===== config.mk =====
export PLATFORM = sky130hd
export DESIGN_NAME = mem_stage_ctrl
export DESIGN_NICKNAME = d
export VERILOG_FILES = /design/src/rtl/mem_stage_ctrl.sv
export SDC_FILE = /design/constraint.sdc
export NUM_CORES = 1
export LEC_CHECK = 0
export BUFFER_PORTS_ARGS = -buffer_cell sky130_fd_sc_hd__clkbuf_2
export CAP_MARGIN = 20
export CELL_PAD_IN_SITES_DETAIL_PLACEMENT = 1
export CELL_PAD_IN_SITES_GLOBAL_PLACEMENT = 2
export CORE_MARGIN = 2
export CORE_UTILIZATION = 22
export DETAILED_ROUTE_END_ITERATION = 12
export PLACE_DENSITY_LB_ADDON = 0.1
export SYNTH_ARGS = -nofsm -noshare
export SYNTH_HDL_FRONTEND = slang
export SYNTH_SLANG_ARGS = --single-unit
export TNS_END_PERCENT = 10

===== constraint.sdc =====
create_clock -name CLK -period 5.5 [get_ports CLK]
set_clock_uncertainty 0.05 [all_clocks]
set_input_delay 0 -clock CLK [delete_from_list [all_inputs] [get_ports CLK]]
set_output_delay 0 -clock CLK [all_outputs]
set_load 0.005 [all_outputs]

===== src/rtl/mem_stage_ctrl.sv =====
// Memory-stage controller: issues D-cache requests for LW/SW/LL/SC, stalls the
// pipeline until dhit, tracks the LL/SC link under snoop invalidation, and handles HALT.
module mem_stage_ctrl #(
  parameter logic [5:0] LW_OP = 6'b100011,
  parameter logic [5:0] SW_OP = 6'b101011,
  parameter logic [5:0] LL_OP = 6'b110000,
  parameter logic [5:0] SC_OP = 6'b111000
) (
  input  logic        CLK,
  input  logic        nRST,
  input  logic        ex_valid,
  input  logic [5:0]  ex_opcode,
  input  logic [31:0] ex_alu_out,
  input  logic [31:0] ex_store,
  input  logic        ex_RegW,
  input  logic        ex_halt,
  input  logic        dhit,
  input  logic [31:0] dmemload,
  input  logic        snoop_inv,
  input  logic [31:0] snoop_addr,
  output logic        dmemREN,
  output logic        dmemWEN,
  output logic [31:0] dmemaddr,
  output logic [31:0] dmemstore,
  output logic        mem_stall,
  output logic        memwb_enable,
  output logic [31:0] memwb_dload,
  output logic [31:0] memwb_alu_out,
  output logic        memwb_RegW,
  output logic        memwb_halt,
  output logic        halted
);

  typedef enum logic [1:0] {S_IDLE, S_WAIT, S_HALTED} state_e;

  state_e      state_q, state_d;
  logic        link_valid_q, link_valid_d;
  logic [31:0] link_addr_q, link_addr_d;
  logic        wait_write_q, wait_write_d;

  logic is_lw, is_sw, is_ll, is_sc, sc_ok, is_read, is_write;
  logic ren, wen, stall, enable, halt_pulse, complete;
  logic [31:0] dload;

  assign is_lw    = (ex_opcode == LW_OP);
  assign is_sw    = (ex_opcode == SW_OP);
  assign is_ll    = (ex_opcode == LL_OP);
  assign is_sc    = (ex_opcode == SC_OP);
  assign sc_ok    = link_valid_q && (link_addr_q == ex_alu_out);
  assign is_read  = is_lw || is_ll;
  assign is_write = is_sw || (is_sc && sc_ok);

  // NOTE: every signal written here gets a default first so no latch is inferred.
  always_comb begin
    state_d      = state_q;
    wait_write_d = wait_write_q;
    ren          = 1'b0;
    wen          = 1'b0;
    stall        = 1'b0;
    enable       = 1'b0;
    halt_pulse   = 1'b0;
    complete     = 1'b0;
    dload        = 32'd0;

    unique case (state_q)
      S_IDLE: begin
        if (!ex_valid) begin
          enable = 1'b1;
        end else if (ex_halt) begin
          enable     = 1'b1;
          halt_pulse = 1'b1;
          state_d    = S_HALTED;
        end else if (is_read || is_write) begin
          ren = is_read;
          wen = is_write;
          if (dhit) begin
            complete = 1'b1;
          end else begin
            stall        = 1'b1;
            wait_write_d = is_write;
            state_d      = S_WAIT;
          end
        end else begin
          // Non-memory op or an SC that already failed its link check.
          enable = 1'b1;
        end
      end
      S_WAIT: begin
        // Direction is held from issue so a snoop mid-SC cannot retract the write.
        ren = !wait_write_q;
        wen = wait_write_q;
        if (dhit) begin
          complete = 1'b1;
          state_d  = S_IDLE;
        end else begin
          stall = 1'b1;
        end
      end
      S_HALTED: stall = 1'b1;
      default:  state_d = S_IDLE;
    endcase

    if (complete) begin
      enable = 1'b1;
      if (ren)        dload = dmemload;
      else if (is_sc) dload = 32'd1;
    end
  end

  // Link updates in priority order: later assignments override earlier ones.
  always_comb begin
    link_valid_d = link_valid_q;
    link_addr_d  = link_addr_q;
    if (snoop_inv && (snoop_addr == link_addr_q)) link_valid_d = 1'b0;
    if (complete && is_sw && (ex_alu_out == link_addr_q)) link_valid_d = 1'b0;
    if (complete && is_sc) link_valid_d = 1'b0;
    if (complete && is_ll) begin
      link_valid_d = 1'b1;
      link_addr_d  = ex_alu_out;
    end
  end

  // NOTE: sequential state uses non-blocking assignments only.
  always_ff @(posedge CLK or negedge nRST) begin
    if (!nRST) begin
      state_q      <= S_IDLE;
      link_valid_q <= 1'b0;
      link_addr_q  <= 32'd0;
      wait_write_q <= 1'b0;
    end else begin
      state_q      <= state_d;
      link_valid_q <= link_valid_d;
      link_addr_q  <= link_addr_d;
      wait_write_q <= wait_write_d;
    end
  end

  // NOTE: outputs are gated by nRST so a request drops the instant reset asserts,
  // not at the next edge.
  assign dmemREN       = nRST && ren;
  assign dmemWEN       = nRST && wen;
  assign dmemaddr      = ex_alu_out;
  assign dmemstore     = ex_store;
  assign mem_stall     = nRST && stall;
  assign memwb_enable  = nRST && enable;
  assign memwb_dload   = dload;
  assign memwb_alu_out = ex_alu_out;
  assign memwb_RegW    = nRST && enable && ex_valid && ex_RegW;
  assign memwb_halt    = nRST && halt_pulse;
  assign halted        = (state_q == S_HALTED);

endmodule


# Yosys cells after proc, flatten, opt, wreduce, memory -nomap -nowiden

Cells that the tools add are included.
W data, S select, Z words.

Register bits after elaboration: 36
Bits in latches: 0
Memory bits (writable): 0
ROM bits: 0
Output and inout bits: 135
Logic and storage cells: 81
Memories kept: 0

$add $sub $neg: 0
$mul: 0
Div/mod/pow operators: 0
Order comparisons: 0
Eq/ne operators: 13
Shift operators: 0
Mux-type cells: 39
Bitwise operators: 3
Reductions and logical operators: 22

Operators with widths:

| cell                 | number |
|---|---|
| $eq A32 B32 Y1       | 3 |
| $mux W32             | 2 |
| $mux W1              | 27 |
| $eq A6 B6 Y1 const B | 4 |
| $logic_and A1 B1 Y1  | 14 |
| $mux W2              | 5 |
| $reduce_and A5 Y1    | 2 |
| $ne A3 B3 Y1 const B | 2 |
| $pmux W1 S2          | 3 |
| $pmux W2 S3          | 1 |
| $ne A2 B2 Y1 const B | 2 |
| $reduce_bool A4 Y1   | 1 |
| $logic_or A1 B1 Y1   | 3 |
| $not A1 Y1           | 3 |
| $pmux W1 S3          | 1 |
| $eq A2 B1 Y1 const B | 1 |
| $eq A2 B2 Y1 const B | 1 |
| $logic_not A2 Y1     | 1 |
| $logic_not A1 Y1     | 1 |

# Longest topological paths before layout

Gate-level depths: netlist of run 1.

Depth in word-level cells: 14
Depth in mapped cells: 8
Mapped depth without buffers: 6

# Least setup slack after synthesis of run 1

No wires, ideal clock.

Kind: reg2reg
From: register link_addr_q[16]
To: register link_addr_q[10]
Library setup time: 125 ps
Data arrival time: 2208 ps
Data required time: 5325 ps
Setup slack: 3117 ps
Cell stages (with the launch flop): 9
Buffers on the path: 2
Path through: dfrtp_1 xor2_1 nor4_1 nand4_1 o41ai_2 and3b_1 buf_6 buf_12 mux2_4

Longest elaborated chain between the ends: 10

RTL lines:

| what                   | line | text |
|---|---|---|
| start, declared        | 38   | `logic [31:0] link_addr_q, link_addr_d;` |
| start signal, assigned | 133  | `link_addr_q <= link_addr_d;` |
| $eq A32 B32 Y1         | 49   | `assign sc_ok = link_valid_q && (link_addr_q == ex_alu_out);` |
| $logic_and A1 B1 Y1    | 49   |  |
| $logic_and A1 B1 Y1    | 51   | `assign is_write = is_sw \|\| (is_sc && sc_ok);` |
| $logic_or A1 B1 Y1     | 51   |  |
| $logic_or A1 B1 Y1     | 73   | `end else if (is_read \|\| is_write) begin` |
| $mux W1                | 73   |  |
| $mux W1                | 69   | `end else if (ex_halt) begin` |
| $mux W1                | 67   | `if (!ex_valid) begin` |
| $pmux W1 S2            | 65   | `unique case (state_q)` |
| $logic_and A1 B1 Y1    | 117  | `if (complete && is_ll) begin` |

No other way between the ends.
A chain may end at the register's enable or synchronous reset.

# Final worst setup path of run 1

From: register link_addr_q[23]
To: register link_addr_q[0]

Same word-level chain as after synthesis.

==> impl_metrics.yaml, run 1 <==
status:
  status: "complete, but fails checks"
  violations: "hold timing"
cts:
  clock-root-buffer: "clkbuf_16"
  ctsHoldBuffers: 60
  post_cts_resized: 0
  cts_tree: "done"
  clkSlewWorstSetupHoldPaths_ps: 60
  clk_latency_ps: 280
  cts.sinks: 36
  cts_setup_buffers: 0
  clk_path_buf_depth: 2
  h-tree-depth: 2
  cts_buffers: 5
job:
  max-cap-violations: 0
final_layout:
  post-route-util_pct: 30.6
  diodes: 0
  final_common_cell: "clkbuf_2"
  drive_above_1_share_pct: 49.1
  area_growth_pct: 36.4
  finalNetCount: 662
  final_cell_mix: "clkbuf_2 (211), dlygate4sd3_1 (60), xor2_1 (52)"
detailed_routing:
  drc_errors: 0
  firstDrtPassIters: 4
  drt_iter0_drc: 91
  vias_per_cell: 4.27
  vias: 3027
  wl_um: 11400
  postRouteAntennaNets: 0
  wl_per_cell_um: 16.0
floorplan:
  dieHeight_um: 129
  die_width_um: 129
  row_count: 45
  fp.coreArea_um2: 15200
  dieArea_um2: 16500
  io-pin-count: 276
  initial_core_util_pct: 22.4
synthesis:
  yosysWarnings: 0
  synthFlopType: "dfrtp_1"
  synth_edf_count: 0
  ys_types: 37
  async_flop_share_pct: 100
  synthCells: 348
  synth_fp_nets: 489
  yosysSeqAreaShare_pct: 26.4
  synth_seq_cells: 36
  syn_area_per_cell_um2: 9.80
  synth_area_um2: 3410
global_routing:
  antenna_found_initial: 0
  grt_pass1_vias: 3061
  grt_start_max_net_pins: 43
  groute.usage.overall_pct: 13.0
  gr-total-overflow: 0
  grt_pass1_wl_um: 16500
timing:
  slew_violations: 0
  relSlewSlack_pct: 60.7
  finalCritPeriodShare_pct: 57.6
  tns_ps: 0
  rsz0062_at_grt: "no"
  fin_crit_ps: 3170
  finalSetupViolations: 0
  whs_ps: -5.54
  worst_pin_slew_ps: 590
  maxClockFrequency_ghz: 0.315
  final-hold-violation-count: 2
power_and_ir_drop:
  switching_share_pct: 25.9
  p_sw_w: 0.000180
  p_comb_share_pct: 22.4
  seqPwrFrac_pct: 38.2
  p_leak_nw: 2.57
  p_per_area_nw_per_um2: 150
  vdd_ir_drop_max_mv: 0.114
  p_int_w: 0.000515
  p_clk_share_pct: 39.5
critical_path:
  cp_data_required_time_ps: 5610
  crit_arrival_ps: 3280
  critPathCaptureType: "flip-flop"
  path_delay_family: "simple AND/OR/NAND/NOR gates"
  crit_path_top_delay_cell: "o41ai_2"
  max_stage_delay_ps: 550
  critPathMaxFanout: 27
  path_buf_inv: 1
  worstSetupPathType: "flip-flop to flip-flop"
  crit_chain: "xor2_1, nor4_1, nand4_1, o41ai_2, and3b_2, buf_12, mux2_2"
  critPathLaunchType: "flip-flop"
place:
  io_buffers: 211
  place_hpwl_um: 8610
  place.gp.congestion: 0.701
hold_path:
  hold_class: "input pin to flip-flop"
worst paths after layout:
check | cells past startpoint | from | slack, ps | to
worst max register to register | 7 | link_addr_q[23]$_DFFE_PN0P_ | 2330 | link_addr_q[0]$_DFFE_PN0P_
worst min register to register | 1 | link_valid_q$_DFFE_PN0P_ | 470 | link_valid_q$_DFFE_PN0P_
worst min-delay path | 2 | ex_alu_out[31] | -6 | link_addr_q[31]$_DFFE_PN0P_
max in group asynchronous | 3 | nRST | 4680 | link_addr_q[16]$_DFFE_PN0P_
min in group asynchronous | 3 | nRST | 320 | link_addr_q[13]$_DFFE_PN0P_
worst max-delay path | 7 | link_addr_q[23]$_DFFE_PN0P_ | 2330 | link_addr_q[0]$_DFFE_PN0P_
kinds of logic (layout without fill, tap and decap cells):
group | Yosys count | count (layout) | synth area share, %
buf+inv | 111 | 284 | 24.4
simple gates | 87 | 87 | 15.2
xor+xnor | 64 | 64 | 16.4
flops | 36 | 36 | 26.4
mux | 33 | 33 | 14.0
compound gates | 17 | 17 | 3.45
cells in the mapped netlist (all sizes together), types with 2 or more instances:
library cell | count | share of area [%]
clkbuf | 8 | 0.88
xnor2 | 12 | 3.1
dfrtp | 36 | 26
inv | 3 | 0.33
nor4 | 16 | 2.9
buf | 100 | 23
nor2b | 4 | 0.73
nor2 | 9 | 0.99
a21oi | 5 | 0.73
or3b | 2 | 0.51
nor3 | 3 | 0.44
nand3b | 2 | 0.44
xor2 | 52 | 13
and3 | 32 | 5.9
nand3 | 2 | 0.29
o21ai | 4 | 0.59
nand4 | 7 | 1.3
nand2 | 4 | 0.44
mux2 | 32 | 14
nand2b | 3 | 0.55
power by group through the flow:
| stage | sequential (W) | clock, W | combinational, W |
|---|---|---|---|
| final | 0.000265 | 0.000274 | 0.000155 |
| after global routing | 0.000265 | 0.000295 | 0.000172 |
| after CTS | 0.000265 | 0.000282 | 0.000159 |
| after detailed placement | 0.000270 | 0 | 0.000122 |
| after global placement | 0.000270 | 0 | 0.000122 |
| after floorplan | 0.000270 | 0 | 0.0000813 |
routing by layer:
| layer | wire length [um] | track usage (%) |
|---|---|---|
| met1 | 4900 | 16.6 |
| met2 | 5480 | 22.1 |
| met3 | 835 | 3.28 |
| met4 | 136 | 3.20 |
| met5 | 0 | 0 |
through the flow:
step | instances | total power (W) | cell area, um2 | hold slack, ps | setup slack (ps)
2_1_floorplan | 348 | 0.000351 | 3410 | -346 | 3120
3_5_place_dp | 641 | 0.000392 | 3900 | -50.0 | 1820
3_3_place_gp | 641 | 0.000393 | 3900 | -50.0 | 1910
6_report | 709 | 0.000695 | 4650 | -5.54 | 2330
4_1_cts | 708 | 0.000706 | 4630 | 5.67 | 1820
5_1_grt | 709 | 0.000733 | 4650 | 4.44 | 2130
layout make-up:
cell class              instances  area [um2]
clock inverters                 1        5.00
fillers                      1780       10600
inverters                       3        11.3
well taps                     188         235
flip-flops and latches         36         901
clock buffers                   6         129
repair buffers                274        1690
multi-input cells             201        1680
registers in the layout (all words and copies together) (netlist names):
register      cells
link_valid_q      1
state_q           2
wait_write_q      1
link_addr_q      32
Note: power is estimated with default switching activity, not from simulation.
==> inputs of run 2 (changes only) <==
--- a/config.mk
+++ b/config.mk
@@ -10,7 +10,7 @@
 export CELL_PAD_IN_SITES_DETAIL_PLACEMENT = 1
 export CELL_PAD_IN_SITES_GLOBAL_PLACEMENT = 2
 export CORE_MARGIN = 2
-export CORE_UTILIZATION = 22
+export CORE_UTILIZATION = 21
 export DETAILED_ROUTE_END_ITERATION = 12
 export PLACE_DENSITY_LB_ADDON = 0.1
 export SYNTH_ARGS = -nofsm -noshare
==> constraint.sdc (replaced) <==
create_clock -name CLK -period 3 [get_ports CLK]
set_clock_uncertainty 0.05 [all_clocks]
set_input_delay 0 -clock CLK [delete_from_list [all_inputs] [get_ports CLK]]
set_output_delay 0 -clock CLK [all_outputs]
set_load 0.005 [all_outputs]
==> impl_metrics.yaml, run 2 (synthesized netlist as in run 1, its figures left out) <==
status:
  status: "complete, but fails checks"
  violations: "hold timing"
detailed_routing:
  postRouteAntennaNets: 0
  wl_per_cell_um: 15.0
  vias_per_cell: 4.08
  wl_um: 11200
  drt_iter0_drc: 72
  vias: 3049
  drc_errors: 0
  firstDrtPassIters: 4
power_and_ir_drop:
  vdd_ir_drop_max_mv: 0.231
  power_w: 0.00131
  p_per_area_nw_per_um2: 270
  p_leak_nw: 2.63
place:
  place_hpwl_um: 8920
  io_buffers: 211
  place.gp.congestion: 0.699
critical_path:
  critPathMaxFanout: 12
  worstSetupPathType: "flip-flop to flip-flop"
  critPathLaunchType: "flip-flop"
  crit_arrival_ps: 2930
  critPathCaptureType: "flip-flop"
  cp_data_required_time_ps: 3110
floorplan:
  io-pin-count: 276
  row_count: 46
  fp.coreArea_um2: 15900
  die_width_um: 131
  initial_core_util_pct: 21.5
  dieHeight_um: 131
  dieArea_um2: 17300
global_routing:
  antenna_found_initial: 0
  grt_start_max_net_pins: 36
  gr-total-overflow: 0
  grt_pass1_wl_um: 17700
  grt_pass1_vias: 3150
  groute.usage.overall_pct: 12.8
final_layout:
  final_common_cell: "clkbuf_2"
  diodes: 0
  post-route-util_pct: 30.5
  largest_register_ffs: 32
  reg.largest.list: "link_addr_q x32, state_q x2"
  drive_above_1_share_pct: 50.9
  regMostFlops: "link_addr_q"
  finalNetCount: 672
  area_growth_pct: 42.1
  final_cell_mix: "clkbuf_2 (211), dlygate4sd3_1 (62), xor2_1 (52)"
timing:
  final-hold-violation-count: 2
  tns_ps: 0
  rsz0062_at_grt: "no"
  relSlewSlack_pct: 60.5
  fin_crit_ps: 2820
  finalCritPeriodShare_pct: 94.0
  slew_violations: 0
  whs_ps: -9.48
  finalSetupViolations: 0
  worst_pin_slew_ps: 587
  maxClockFrequency_ghz: 0.354
cts:
  cts_tree: "done"
  clk_latency_ps: 270
  clkSlewWorstSetupHoldPaths_ps: 60
  cts_buffers: 5
  clk_path_buf_depth: 2
  cts.sinks: 36
  h-tree-depth: 2
  clock-root-buffer: "clkbuf_16"
hold_path:
  hold_class: "input pin to flip-flop"
job:
  max-cap-violations: 0
-- run 2: changes by cell type in the layout (fill, tap and decap cells not counted), sizes merged --
cell / previous run / this run
clkinv: 1 / 0
clkbuf: 217 / 219
buf: 3 / 11
dlygate4sd3: 60 / 62
-- run 2: report_power, final --
group	internal [W]	total, W	switching, W
combinational	0.000159	0.000290	0.000131
clock	0.000332	0.000531	0.000199
sequential	0.000486	0.000487	0.000000448
total	0.000977	0.00131	0.000331
-- run 2: stage by stage --
stage	cell area (um2)	hold slack [ps]	instances	worst slack, ps
2_1_floorplan	3410	-346	348	617
3_3_place_gp	4010	-168	675	163
3_5_place_dp	4010	-170	675	195
4_1_cts	4790	3.61	745	42.2
5_1_grt	4850	13.7	748	0.502
6_report	4850	-9.48	748	179
-- run 2: layout make-up --
cell class,instances,area (um2)
fill,1896,11000
timing repair buffer,284,1800
multi-input combinational,201,1720
sequential,36,901
tap,216,270
clock buffer,8,146
inverter,3,11.3
-- run 2: final timing paths --
path	start	to	slack (ps)	cells past startpoint
max in group asynchronous	nRST	link_addr_q[0]$_DFFE_PN0P_	2100	3
worst max register to register	link_addr_q[27]$_DFFE_PN0P_	link_addr_q[12]$_DFFE_PN0P_	180	8
worst min register to register	link_valid_q$_DFFE_PN0P_	link_valid_q$_DFFE_PN0P_	480	1
min in group asynchronous	nRST	state_q[0]$_DFFE_PN0P_	70	2
worst max-delay path	link_addr_q[27]$_DFFE_PN0P_	link_addr_q[12]$_DFFE_PN0P_	180	8
worst min-delay path	ex_alu_out[25]	link_addr_q[25]$_DFFE_PN0P_	-9	2
-- run 2: critical path: stages (launching register included) --
cell and delay, ps:
dfrtp_1 410, xor2_1 190, nor4_2 360, nand4_1 270, buf_4 220, o41ai_2 370, and3b_2 340, buf_12 190
mux2_4 310
-- run 2: what timing repair did --
action / CTS / global route
pin swaps: 0 / 5
hold buffers: 62 / 0
endpoints found under the hold margin: 96 / 0
endpoints found under the setup margin: 1 / 2
resized for setup: 2 / 5
setup buffers: 0 / 3
-- run 2: layer usage --
metal / vias up / global-route usage, % / routed length (um)
met5: - / 0 / 0
met4: 0 / 1.99 / 54
met3: 2 / 2.78 / 676
met2: 135 / 23.2 / 5720
met1: 1449 / 15.8 / 4770
li1: 1463 / - / -
